<file path="config.mk">
export PLATFORM = sky130hd
export DESIGN_NAME = vga_axi_rd_arbiter
export DESIGN_NICKNAME = d
export VERILOG_FILES = /design/src/rtl/vga_axi_rd_arbiter_pkg.sv /design/src/rtl/vga_axi_rd_arbiter_sel.sv /design/src/rtl/vga_axi_rd_arbiter.sv
export SDC_FILE = /design/constraint.sdc
export NUM_CORES = 1
export LEC_CHECK = 0
export CORE_AREA = 4 4 146 148
export CTS_CLUSTER_DIAMETER = 60
export DETAILED_ROUTE_END_ITERATION = 10
export DIE_AREA = 0 0 150 152
export SLEW_MARGIN = 10
export SYNTH_ARGS = -nofsm -noshare
export SYNTH_HDL_FRONTEND = slang
export SYNTH_HIERARCHICAL = 1
export SYNTH_SLANG_ARGS = --single-unit
</file>
<file path="constraint.sdc">
create_clock -name clk_a -period 3 [get_ports clk_a]
set_input_delay 0.6 -clock clk_a [delete_from_list [all_inputs] [get_ports clk_a]]
set_output_delay 0.6 -clock clk_a [all_outputs]
set_load 0.01 [all_outputs]
</file>
<file path="src/rtl/vga_axi_rd_arbiter_pkg.sv">
// Shared types and constants for the VGA AXI read arbiter.
// Used by vga_axi_rd_arbiter and vga_axi_rd_arbiter_sel.
package vga_axi_rd_arbiter_pkg;

   // The FSM runs IDLE -> ADDR -> DATA -> IDLE.
   // DRAIN swallows the overrun beats of a burst that the slave ended too late.
   typedef enum logic [1:0] {
      ST_IDLE  = 2'd0,
      ST_ADDR  = 2'd1,
      ST_DATA  = 2'd2,
      ST_DRAIN = 2'd3
   } arb_state_e;

   localparam logic [1:0] AXI_BURST_INCR = 2'b01;
   localparam logic [1:0] AXI_RESP_OKAY  = 2'b00;
   localparam logic [7:0] ERR_CNT_MAX    = 8'hFF;

   // Adds 0..2 to the error counter and clamps the result at ERR_CNT_MAX.
   function automatic logic [7:0] err_sat_add(input logic [7:0] cnt, input logic [1:0] inc);
      logic [8:0] sum;
      sum = {1'b0, cnt} + {7'd0, inc};
      return sum[8] ? ERR_CNT_MAX : sum[7:0];
   endfunction

endpackage

</file>
<file path="src/rtl/vga_axi_rd_arbiter_sel.sv">
// Two-way grant selector for the VGA read arbiter.
// Macro VGA_ARB_RR_EN: when defined, a tie goes to the client that did not win last time.
// When it is undefined, client 0 has fixed priority.
// The pointer remembers the last winner and drives grant_o of the top level.
module vga_axi_rd_arbiter_sel
   import vga_axi_rd_arbiter_pkg::*;
(
   input  logic       clk,
   input  logic       rst_n,
   input  logic [1:0] req_i,
   input  logic       upd_i,
   output logic       gnt_vld_o,
   output logic       gnt_idx_o,
   output logic       last_o
);

   logic last_q, last_d;
`ifdef VGA_ARB_RR_EN
   logic seen_q, seen_d;
`endif

   // Choose the winner among the current requests.
   always_comb begin
      gnt_vld_o = |req_i;
      gnt_idx_o = 1'b0;
      if (req_i == 2'b11) begin
`ifdef VGA_ARB_RR_EN
         // Until anyone has been granted, client 0 wins a tie.
         gnt_idx_o = seen_q ? ~last_q : 1'b0;
`else
         gnt_idx_o = 1'b0;
`endif
      end else if (req_i[1]) begin
         gnt_idx_o = 1'b1;
      end else begin
         gnt_idx_o = 1'b0;
      end
   end

   // Next value of the last-winner pointer.
   always_comb begin
      last_d = last_q;
`ifdef VGA_ARB_RR_EN
      seen_d = seen_q;
`endif
      if (upd_i) begin
         last_d = gnt_idx_o;
`ifdef VGA_ARB_RR_EN
         seen_d = 1'b1;
`endif
      end else begin
         last_d = last_q;
      end
   end

   // Last-winner pointer register.
   always_ff @(posedge clk or negedge rst_n) begin
      if (!rst_n) begin
         last_q <= 1'b0;
`ifdef VGA_ARB_RR_EN
         seen_q <= 1'b0;
`endif
      end else begin
         last_q <= last_d;
`ifdef VGA_ARB_RR_EN
         seen_q <= seen_d;
`endif
      end
   end

   assign last_o = last_q;

endmodule

</file>
<file path="src/rtl/vga_axi_rd_arbiter.sv">
// AXI4 read-channel arbiter shared by two VGA fetch clients.
// Client 0 is the line fetch and client 1 is the cursor/overlay fetch.
// Only one burst is in flight at a time.
// Each burst is length-checked, and length and response errors are counted.
// Macro VGA_ARB_RR_EN: when defined, ties are arbitrated round-robin; otherwise client 0 wins.
module vga_axi_rd_arbiter
   import vga_axi_rd_arbiter_pkg::*;
#(
   parameter int ADDR_WIDTH = 64,
   parameter int DATA_WIDTH = 64
)
(
   input  logic                  clk_a,
   input  logic                  resetn_a,
   input  logic [ADDR_WIDTH-1:0] s0_araddr_i,
   input  logic [7:0]            s0_arlen_i,
   input  logic                  s0_arvalid_i,
   output logic                  s0_arready_o,
   input  logic [ADDR_WIDTH-1:0] s1_araddr_i,
   input  logic [7:0]            s1_arlen_i,
   input  logic                  s1_arvalid_i,
   output logic                  s1_arready_o,
   output logic [DATA_WIDTH-1:0] rdata_o,
   output logic [1:0]            rresp_o,
   output logic                  rlast_o,
   output logic                  s0_rvalid_o,
   input  logic                  s0_rready_i,
   output logic                  s1_rvalid_o,
   input  logic                  s1_rready_i,
   output logic [ADDR_WIDTH-1:0] araddr_o,
   output logic [7:0]            arlen_o,
   output logic [2:0]            arsize_o,
   output logic [1:0]            arburst_o,
   output logic                  arvalid_o,
   input  logic                  arready_i,
   input  logic [DATA_WIDTH-1:0] rdata_i,
   input  logic [1:0]            rresp_i,
   input  logic                  rlast_i,
   input  logic                  rvalid_i,
   output logic                  rready_o,
   output logic                  grant_o,
   output logic [7:0]            err_cnt_o,
   input  logic                  err_clr_i
);

   localparam logic [2:0] AR_SIZE = 3'($clog2(DATA_WIDTH / 8));

   arb_state_e            state_q, state_d;
   logic [ADDR_WIDTH-1:0] araddr_q, araddr_d;
   logic [7:0]            arlen_q, arlen_d;
   logic                  arvalid_q, arvalid_d;
   logic                  s0_arready_q, s0_arready_d;
   logic                  s1_arready_q, s1_arready_d;
   logic [7:0]            cnt_q, cnt_d;
   logic [7:0]            err_q, err_d;

   logic       gnt_vld_s, gnt_idx_s, grant_s, sel_upd_s;
   logic       in_data_s, cnt_zero_s, r_hs_s, len_err_s, resp_err_s;
   logic [1:0] err_inc_s;

   vga_axi_rd_arbiter_sel u_sel (
      .clk       (clk_a),
      .rst_n     (resetn_a),
      .req_i     ({s1_arvalid_i, s0_arvalid_i}),
      .upd_i     (sel_upd_s),
      .gnt_vld_o (gnt_vld_s),
      .gnt_idx_o (gnt_idx_s),
      .last_o    (grant_s)
   );

   // R channel: a pass-through gated by the grant, plus the burst-end and error detection.
   always_comb begin
      in_data_s   = (state_q == ST_DATA);
      cnt_zero_s  = (cnt_q == 8'd0);
      rdata_o     = rdata_i;
      rresp_o     = rresp_i;
      rlast_o     = in_data_s & (rlast_i | cnt_zero_s);
      s0_rvalid_o = in_data_s & rvalid_i & ~grant_s;
      s1_rvalid_o = in_data_s & rvalid_i & grant_s;
      if (in_data_s) begin
         rready_o = grant_s ? s1_rready_i : s0_rready_i;
      end else if (state_q == ST_DRAIN) begin
         rready_o = 1'b1;
      end else begin
         rready_o = 1'b0;
      end
      r_hs_s     = in_data_s & rvalid_i & rready_o;
      len_err_s  = r_hs_s & (rlast_i ^ cnt_zero_s);
      resp_err_s = r_hs_s & (rresp_i != AXI_RESP_OKAY);
      err_inc_s  = {1'b0, len_err_s} + {1'b0, resp_err_s};
   end

   // Next-state logic: the FSM sequencing, the latched AR payload and the error counter.
   always_comb begin
      state_d      = state_q;
      araddr_d     = araddr_q;
      arlen_d      = arlen_q;
      arvalid_d    = arvalid_q;
      cnt_d        = cnt_q;
      s0_arready_d = 1'b0;
      s1_arready_d = 1'b0;
      sel_upd_s    = 1'b0;
      case (state_q)
         ST_IDLE: begin
            if (gnt_vld_s) begin
               sel_upd_s = 1'b1;
               state_d   = ST_ADDR;
               arvalid_d = 1'b1;
               if (gnt_idx_s) begin
                  araddr_d     = s1_araddr_i;
                  arlen_d      = s1_arlen_i;
                  cnt_d        = s1_arlen_i;
                  s1_arready_d = 1'b1;
               end else begin
                  araddr_d     = s0_araddr_i;
                  arlen_d      = s0_arlen_i;
                  cnt_d        = s0_arlen_i;
                  s0_arready_d = 1'b1;
               end
            end else begin
               state_d = ST_IDLE;
            end
         end
         ST_ADDR: begin
            if (arready_i) begin
               arvalid_d = 1'b0;
               state_d   = ST_DATA;
            end else begin
               state_d = ST_ADDR;
            end
         end
         ST_DATA: begin
            if (r_hs_s && (rlast_i || cnt_zero_s)) begin
               // If the slave has not yet sent rlast, its remaining beats are drained.
               state_d = rlast_i ? ST_IDLE : ST_DRAIN;
            end else if (r_hs_s) begin
               cnt_d = cnt_q - 8'd1;
            end else begin
               state_d = ST_DATA;
            end
         end
         ST_DRAIN: begin
            if (rvalid_i && rlast_i) begin
               state_d = ST_IDLE;
            end else begin
               state_d = ST_DRAIN;
            end
         end
         default: begin
            state_d   = ST_IDLE;
            arvalid_d = 1'b0;
         end
      endcase
      if (err_clr_i) begin
         err_d = 8'd0;
      end else begin
         err_d = err_sat_add(err_q, err_inc_s);
      end
   end

   // State and registered AR outputs; reset aborts any burst in flight.
   always_ff @(posedge clk_a or negedge resetn_a) begin
      if (!resetn_a) begin
         state_q      <= ST_IDLE;
         araddr_q     <= '0;
         arlen_q      <= 8'd0;
         arvalid_q    <= 1'b0;
         s0_arready_q <= 1'b0;
         s1_arready_q <= 1'b0;
         cnt_q        <= 8'd0;
         err_q        <= 8'd0;
      end else begin
         state_q      <= state_d;
         araddr_q     <= araddr_d;
         arlen_q      <= arlen_d;
         arvalid_q    <= arvalid_d;
         s0_arready_q <= s0_arready_d;
         s1_arready_q <= s1_arready_d;
         cnt_q        <= cnt_d;
         err_q        <= err_d;
      end
   end

   assign araddr_o     = araddr_q;
   assign arlen_o      = arlen_q;
   assign arvalid_o    = arvalid_q;
   assign arsize_o     = AR_SIZE;
   assign arburst_o    = AXI_BURST_INCR;
   assign s0_arready_o = s0_arready_q;
   assign s1_arready_o = s1_arready_q;
   assign grant_o      = grant_s;
   assign err_cnt_o    = err_q;

endmodule

</file>
**Word level (Yosys, flattened, before mapping)**

Index checks and enable logic that the tools add are counted.

- Mux-type cells: 31
- Reductions and logical operators: 12
- Equal/unequal tests: 9
- Bitwise operators: 10
- Add/sub/neg operators: 3

Operators by type and width:

| kind | count |
|---|---|
| two-way mux 64 bit | 1 |
| two-way mux 8 bit | 6 |
| two-way mux 1 bit | 16 |
| case mux 8 bit (2 select lines) | 1 |
| two-way mux 2 bit | 5 |
| adder 8 x 2 -> 9 bit | 1 |
| zero test 8 bit | 1 |
| case mux 2 bit (4 select lines) | 1 |
| subtractor 8 x 1 -> 8 bit (second input constant) | 1 |
| AND 1 bit | 7 |
| equality test 2 bit (second input constant) | 3 |
| inequality test 2 bit (second input constant) | 3 |
| nonzero test 2 bit | 3 |
| AND reduction 4 bit | 1 |
| inequality test 3 x 2 -> 1 bit (second input constant) | 1 |
| AND reduction 3 bit | 1 |
| adder 1 x 1 -> 2 bit | 1 |
| equality test 2 x 1 -> 1 bit (second input constant) | 1 |
| logical AND 1 bit | 2 |
| zero test 2 bit | 1 |
| inequality test 2 x 1 -> 1 bit (second input constant) | 1 |
| case mux 1 bit (2 select lines) | 1 |
| AND reduction 2 bit | 1 |
| OR reduction 2 bit | 1 |
| 4 further kinds | 4 |

- Word-level logic and storage cells: 74
- Output and inout port bits: 159
- Register bits after elaboration: 94
- Bits of input ports: 220

**Logic depth before layout (Yosys ltp)**

Gate-level depths: netlist (run 1).

- Depth in word-level cells: 9
- Depth in mapped cells: 12
- Depth with buffers taken out: 12

**Cells and area by module**

Netlist (run 1), hierarchy kept.

By module, submodules not included:

| module | seq. area each (µm²) | instances | area each (µm²) | cells an instance |
|---|---|---|---|---|
| vga_axi_rd_arbiter | 2327.2 | 1 | 5067.4 | 521 |
| vga_axi_rd_arbiter_sel | 25.0 | 1 | 60.1 | 4 |

**Worst setup path before layout (run 1)**

No wires, ideal clock.

- Path kind: register to register
- Start: register cnt_q[4]
- End: register err_q[0] (netlist: err_cnt_o[0])
- Cell stages (with the launch flop): 11
- Path buffers: 0
- Clock period less this slack: 2629 ps
- Library setup time: 79 ps
- Data arrival time: 2550 ps
- Slack: 371 ps
- Data required time: 2921 ps
- Cells stage by stage: dfrtp_1 nor4_1 nand2_1 ha_1 nand2_1 fa_1 inv_1 ha_1 and4_1 nand4_1 a21oi_1

- Word-level cells in the longest chain between the ends: 7

RTL lines:

| item | RTL line | source |
|---|---|---|
| from (decl) | vga_axi_rd_arbiter.sv:54 | `logic [7:0] cnt_q, cnt_d;` |
| from (signal assigned) | vga_axi_rd_arbiter.sv:179 | `cnt_q <= cnt_d;` |
| zero test 8 bit | vga_axi_rd_arbiter.sv:74 | `cnt_zero_s = (cnt_q == 8'd0);` |
| XOR 1 bit | vga_axi_rd_arbiter.sv:88 | `len_err_s = r_hs_s & (rlast_i ^ cnt_zero_s);` |
| AND 1 bit | vga_axi_rd_arbiter.sv:88 |  |
| adder 1 x 1 -> 2 bit | vga_axi_rd_arbiter.sv:90 | `err_inc_s = {1'b0, len_err_s} + {1'b0, resp_err_s};` |
| adder 8 x 2 -> 9 bit | vga_axi_rd_arbiter_pkg.sv:21 | `sum = {1'b0, cnt} + {7'd0, inc};` |
| two-way mux 8 bit | vga_axi_rd_arbiter_pkg.sv:22 | `return sum[8] ? ERR_CNT_MAX : sum[7:0];` |
| two-way mux 8 bit | vga_axi_rd_arbiter.sv:154 | `if (err_clr_i) begin` |
| net err_d[0] | vga_axi_rd_arbiter.sv:55 | `logic [7:0] err_q, err_d;` |
| to (signal assigned) | vga_axi_rd_arbiter.sv:180 | `err_q <= err_d;` |
| to (decl) | vga_axi_rd_arbiter.sv:55 |  |

The timed path passes the listed nets, and every way through them passes these cells.
A chain may end at the register's enable or synchronous reset.

**Worst setup path in the final report (run 1)**

- Start: register cnt_q[0]
- End: register err_q[0] (netlist: err_cnt_o[0])

Same word-level chain as after synthesis.

==> results of run 1 <==
## what timing repair did
action / in CTS / in global routing
resized for setup: 0 / 3
endpoints found under the setup margin: 0 / 9
setup buffers: 0 / 1
## layout make-up
type	instances	area, µm²
Clock buffer	10	239
Clock inverter	6	45.0
Fill cell	2033	12400
Inverter	10	37.5
Multi-Input combinational cell	323	2050
Sequential cell	94	2350
Tap cell	270	338
Timing Repair Buffer	257	2610
## metal layers
layer | track usage [%] | vias to the layer above
met2 | 20.3 | 188
met3 | 3.96 | 41
li1 | - | 2079
met5 | 0 | -
met1 | 14.7 | 1952
met4 | 5.66 | 0
## stage by stage
step	power [mW]	util, %	setup TNS [ns]	cell area (µm²)
final	6.19	38.3	0	7670
after global routing	6.66	38.3	0	7670
after CTS	6.31	38.2	0	7650
after detailed placement	5.15	36.8	-0.267	7370
after global placement	5.11	36.8	0	7370
after floorplan	3.68	-	0	5140
## layout by cell type (no fill, tap or decap), types with 2 or more instances in the layout
cell type | synthesis | final
and4_1 | 2 | 2
inv_6 | 0 | 2
nor3_1 | 6 | 6
buf_4 | 78 | 8
a31oi_1 | 3 | 3
o21ai_1 | 6 | 6
o21ai_0 | 8 | 8
clkinv_2 | 0 | 2
nand2_1 | 10 | 10
nand2b_1 | 2 | 2
conb_1 | 2 | 5
a21oi_1 | 85 | 84
buf_12 | 0 | 5
or2_2 | 3 | 3
inv_1 | 10 | 10
nand3_1 | 4 | 4
nor2_1 | 83 | 83
clkbuf_16 | 0 | 9
ha_1 | 4 | 4
and2_1 | 2 | 2
dfrtp_1 | 94 | 94
clkdlybuf4s50_1 | 0 | 243
mux2_4 | 2 | 2
clkinv_4 | 0 | 2
and3_1 | 2 | 2
mux2i_1 | 73 | 73
nand4_1 | 2 | 2
nor2b_1 | 2 | 2
o22a_1 | 2 | 2
## state kept, by name (all words and copies together) (netlist names)
register and flops:
araddr_o 64, arlen_o 8, arvalid_o 1, cnt_q 8, err_cnt_o 8, s0_arready_o 1, s1_arready_o 1, state_q 2
u_sel/last_o 1
## kinds of logic after synthesis
logic type,count (synthesis),share of synthesized area [%]
other,2,0.146
AND/OR/NAND/NOR,124,11.0
AO/OA/AOI/OAI,112,12.0
XOR/XNOR,2,0.342
buffers and inverters,111,14.5
adder cells (fa/ha/maj),5,1.37
flip-flops,94,45.9
multiplexers,75,14.8
## power breakdown
part           internal (mW)  total [mW]  switching [mW]
Combinational           1.57        2.90            1.33
Clock                  0.591        1.11           0.519
Sequential              1.83        2.18           0.352
## critical path, delay by kind of cell (launching register included)
kind,cells,cell delay [ns]
adder cells (fa/ha/maj),4,1.05
AND/OR/NAND/NOR,5,0.69
buffers and inverters,3,0.40
flip-flops,1,0.38
AO/OA/AOI/OAI,1,0.13
## worst min path at each step
stage,to,start,slack (ns),cells past startpoint
finish,araddr_o[32],resetn_a,0.17,1
global route,araddr_o[32],resetn_a,0.19,1
CTS,araddr_o[32],resetn_a,0.17,1
detailed placement,cnt_q[6],cnt_q[6],0.50,2
global placement,cnt_q[6],cnt_q[6],0.49,2
floorplan,araddr_o[0],resetn_a,0.30,0
==> run metrics, run 1 <==
status=finished clean; routed wl met3=approximately 1400 µm; post-synthesis instance total=about 530; clk_lat worst skew=~0.35 ns; biggest area consumer among synthesized cells=dfrtp_1; clock tree from TritonCTS=built; flop and latch count out of synthesis=94; top post-synthesis cells by area=dfrtp_1 46%, mux2i_1 14%, buf_4 11%, a21oi_1 8.3%, nor2_1 6.1%; Crit path top cell by count=ha_1; CP endpoint kind=register; min setup slack post-route=about 0.27 ns; vias per cell=4.39; initial drt markers=158; number of max-cap violations=0; Max stage delay cell, worst path=fa_1; crit-path max FO=6; synth warn=6; Die Ht=~150 µm; synthesized area per cell=around 9.8 µm²; M1 WL=5960 µm; Tmin final=about 2.7 ns; Final GP Congestion=between 0.7 and 0.8; Critical Path End=err_cnt_o[0]; die area=roughly 23000 µm²; Peak VDD IR=~0.00046 V; Longest Clk Path Bufs=2; PwrDens=approximately 810 nW/µm²; Setup CP Type=register to register; CP cell instances=inv_1, ha_1, nor3b_1, nand2_1, ha_1, nand2_1, fa_1, inv_1, ha_1, and4_1, nand4_1, buf_4, a21oi_1; Startpoint Class=register; cts hold-fix bufs=0; Cell variety after synth=43; fmax=approximately 370 MHz; number of synthesized flops with an enable pin=0; ys async rst share=100%; Finished Layout Cells=970; mean routed wirelength per cell=roughly 15 µm; FP Rows=52; crit-path max cell delay=~0.43 ns; CP required=around 3.3 ns; R2R Setup Slk=0.27 ns; Post-Route WL=approximately 15000 µm; layout cells sized above 1=about 6%; RSZ-0062 raised after global routing=no; CTS H-Tree Depth=3; Worst-path clk slew=approximately 0.070 ns; Worst Hold Class=primary input to async pin; clock root cell=clkbuf_16; Setup WS pre-CTS=-0.0615 ns; Horiz. Die Dim=approximately 150 µm; commonest cells in the netlist=94 x dfrtp_1, 85 x a21oi_1, 83 x nor2_1; total vias in the final route=about 4300; worst slew pin tran=around 0.65 ns; Ports=between 300 and 400; Fin Clk Skew=~0.011 ns; Syn-to-layout area delta=49.6%; antenna cells=0; fin nets=between 900 and 1000; R2R depth=13; first-pass GRT wire length=~22000 µm; starting density of the core=between 20% and 30%; TritonCTS buffer count=9; leak pwr=roughly 3.1 nW; metal2 WL=approximately 7100 µm; number of global-route vias before repair=roughly 4200; Core Region=around 20000 µm²; Tot GR Track Use=between 10% and 20%; Synth top area share=45.9%; port bufs=~250; # DRC=0; mapped cell area=around 5100 µm²; CP startpoint=cnt_q[0]; relative slew slack=a little under three fifths; highest routed metal layer=met4; Primary FF master, synth=dfrtp_1; r2r endpoint=err_cnt_o[0]; first drt pass iteration count=4; Setup Viol. Count Final=0; Final Hold Fails=0; critical path arrival=around 3 ns; top-count cell post-synth=dfrtp_1; HPWL after DPL=~11000 µm; FF-to-FF Start=cnt_q[0]; dpl cells=about 950; fin crit share=between 90% and 100%; residual overflow from global routing=0; initial antenna violation count=0; CTS Sinks=94; Worst Hold Margin=around 0.17 ns; largest net degree at the start of global routing=80; antenna-violating nets left=0; Slew Limit Fails=0; register area share after synthesis=45.9%
No activity file was read; power rests on OpenSTA's default activity.
==> run 2, diff against run 1 <==
--- a/config.mk
+++ b/config.mk
@@ -7,6 +7,7 @@
 export LEC_CHECK = 0
 export CORE_AREA = 4 4 146 148
 export CTS_CLUSTER_DIAMETER = 60
+export CTS_CLUSTER_SIZE = 14
 export DETAILED_ROUTE_END_ITERATION = 10
 export DIE_AREA = 0 0 150 152
 export SLEW_MARGIN = 10
==> results of run 2 <==
No change in the layout: final DEF, timing and power equal those of run 1.
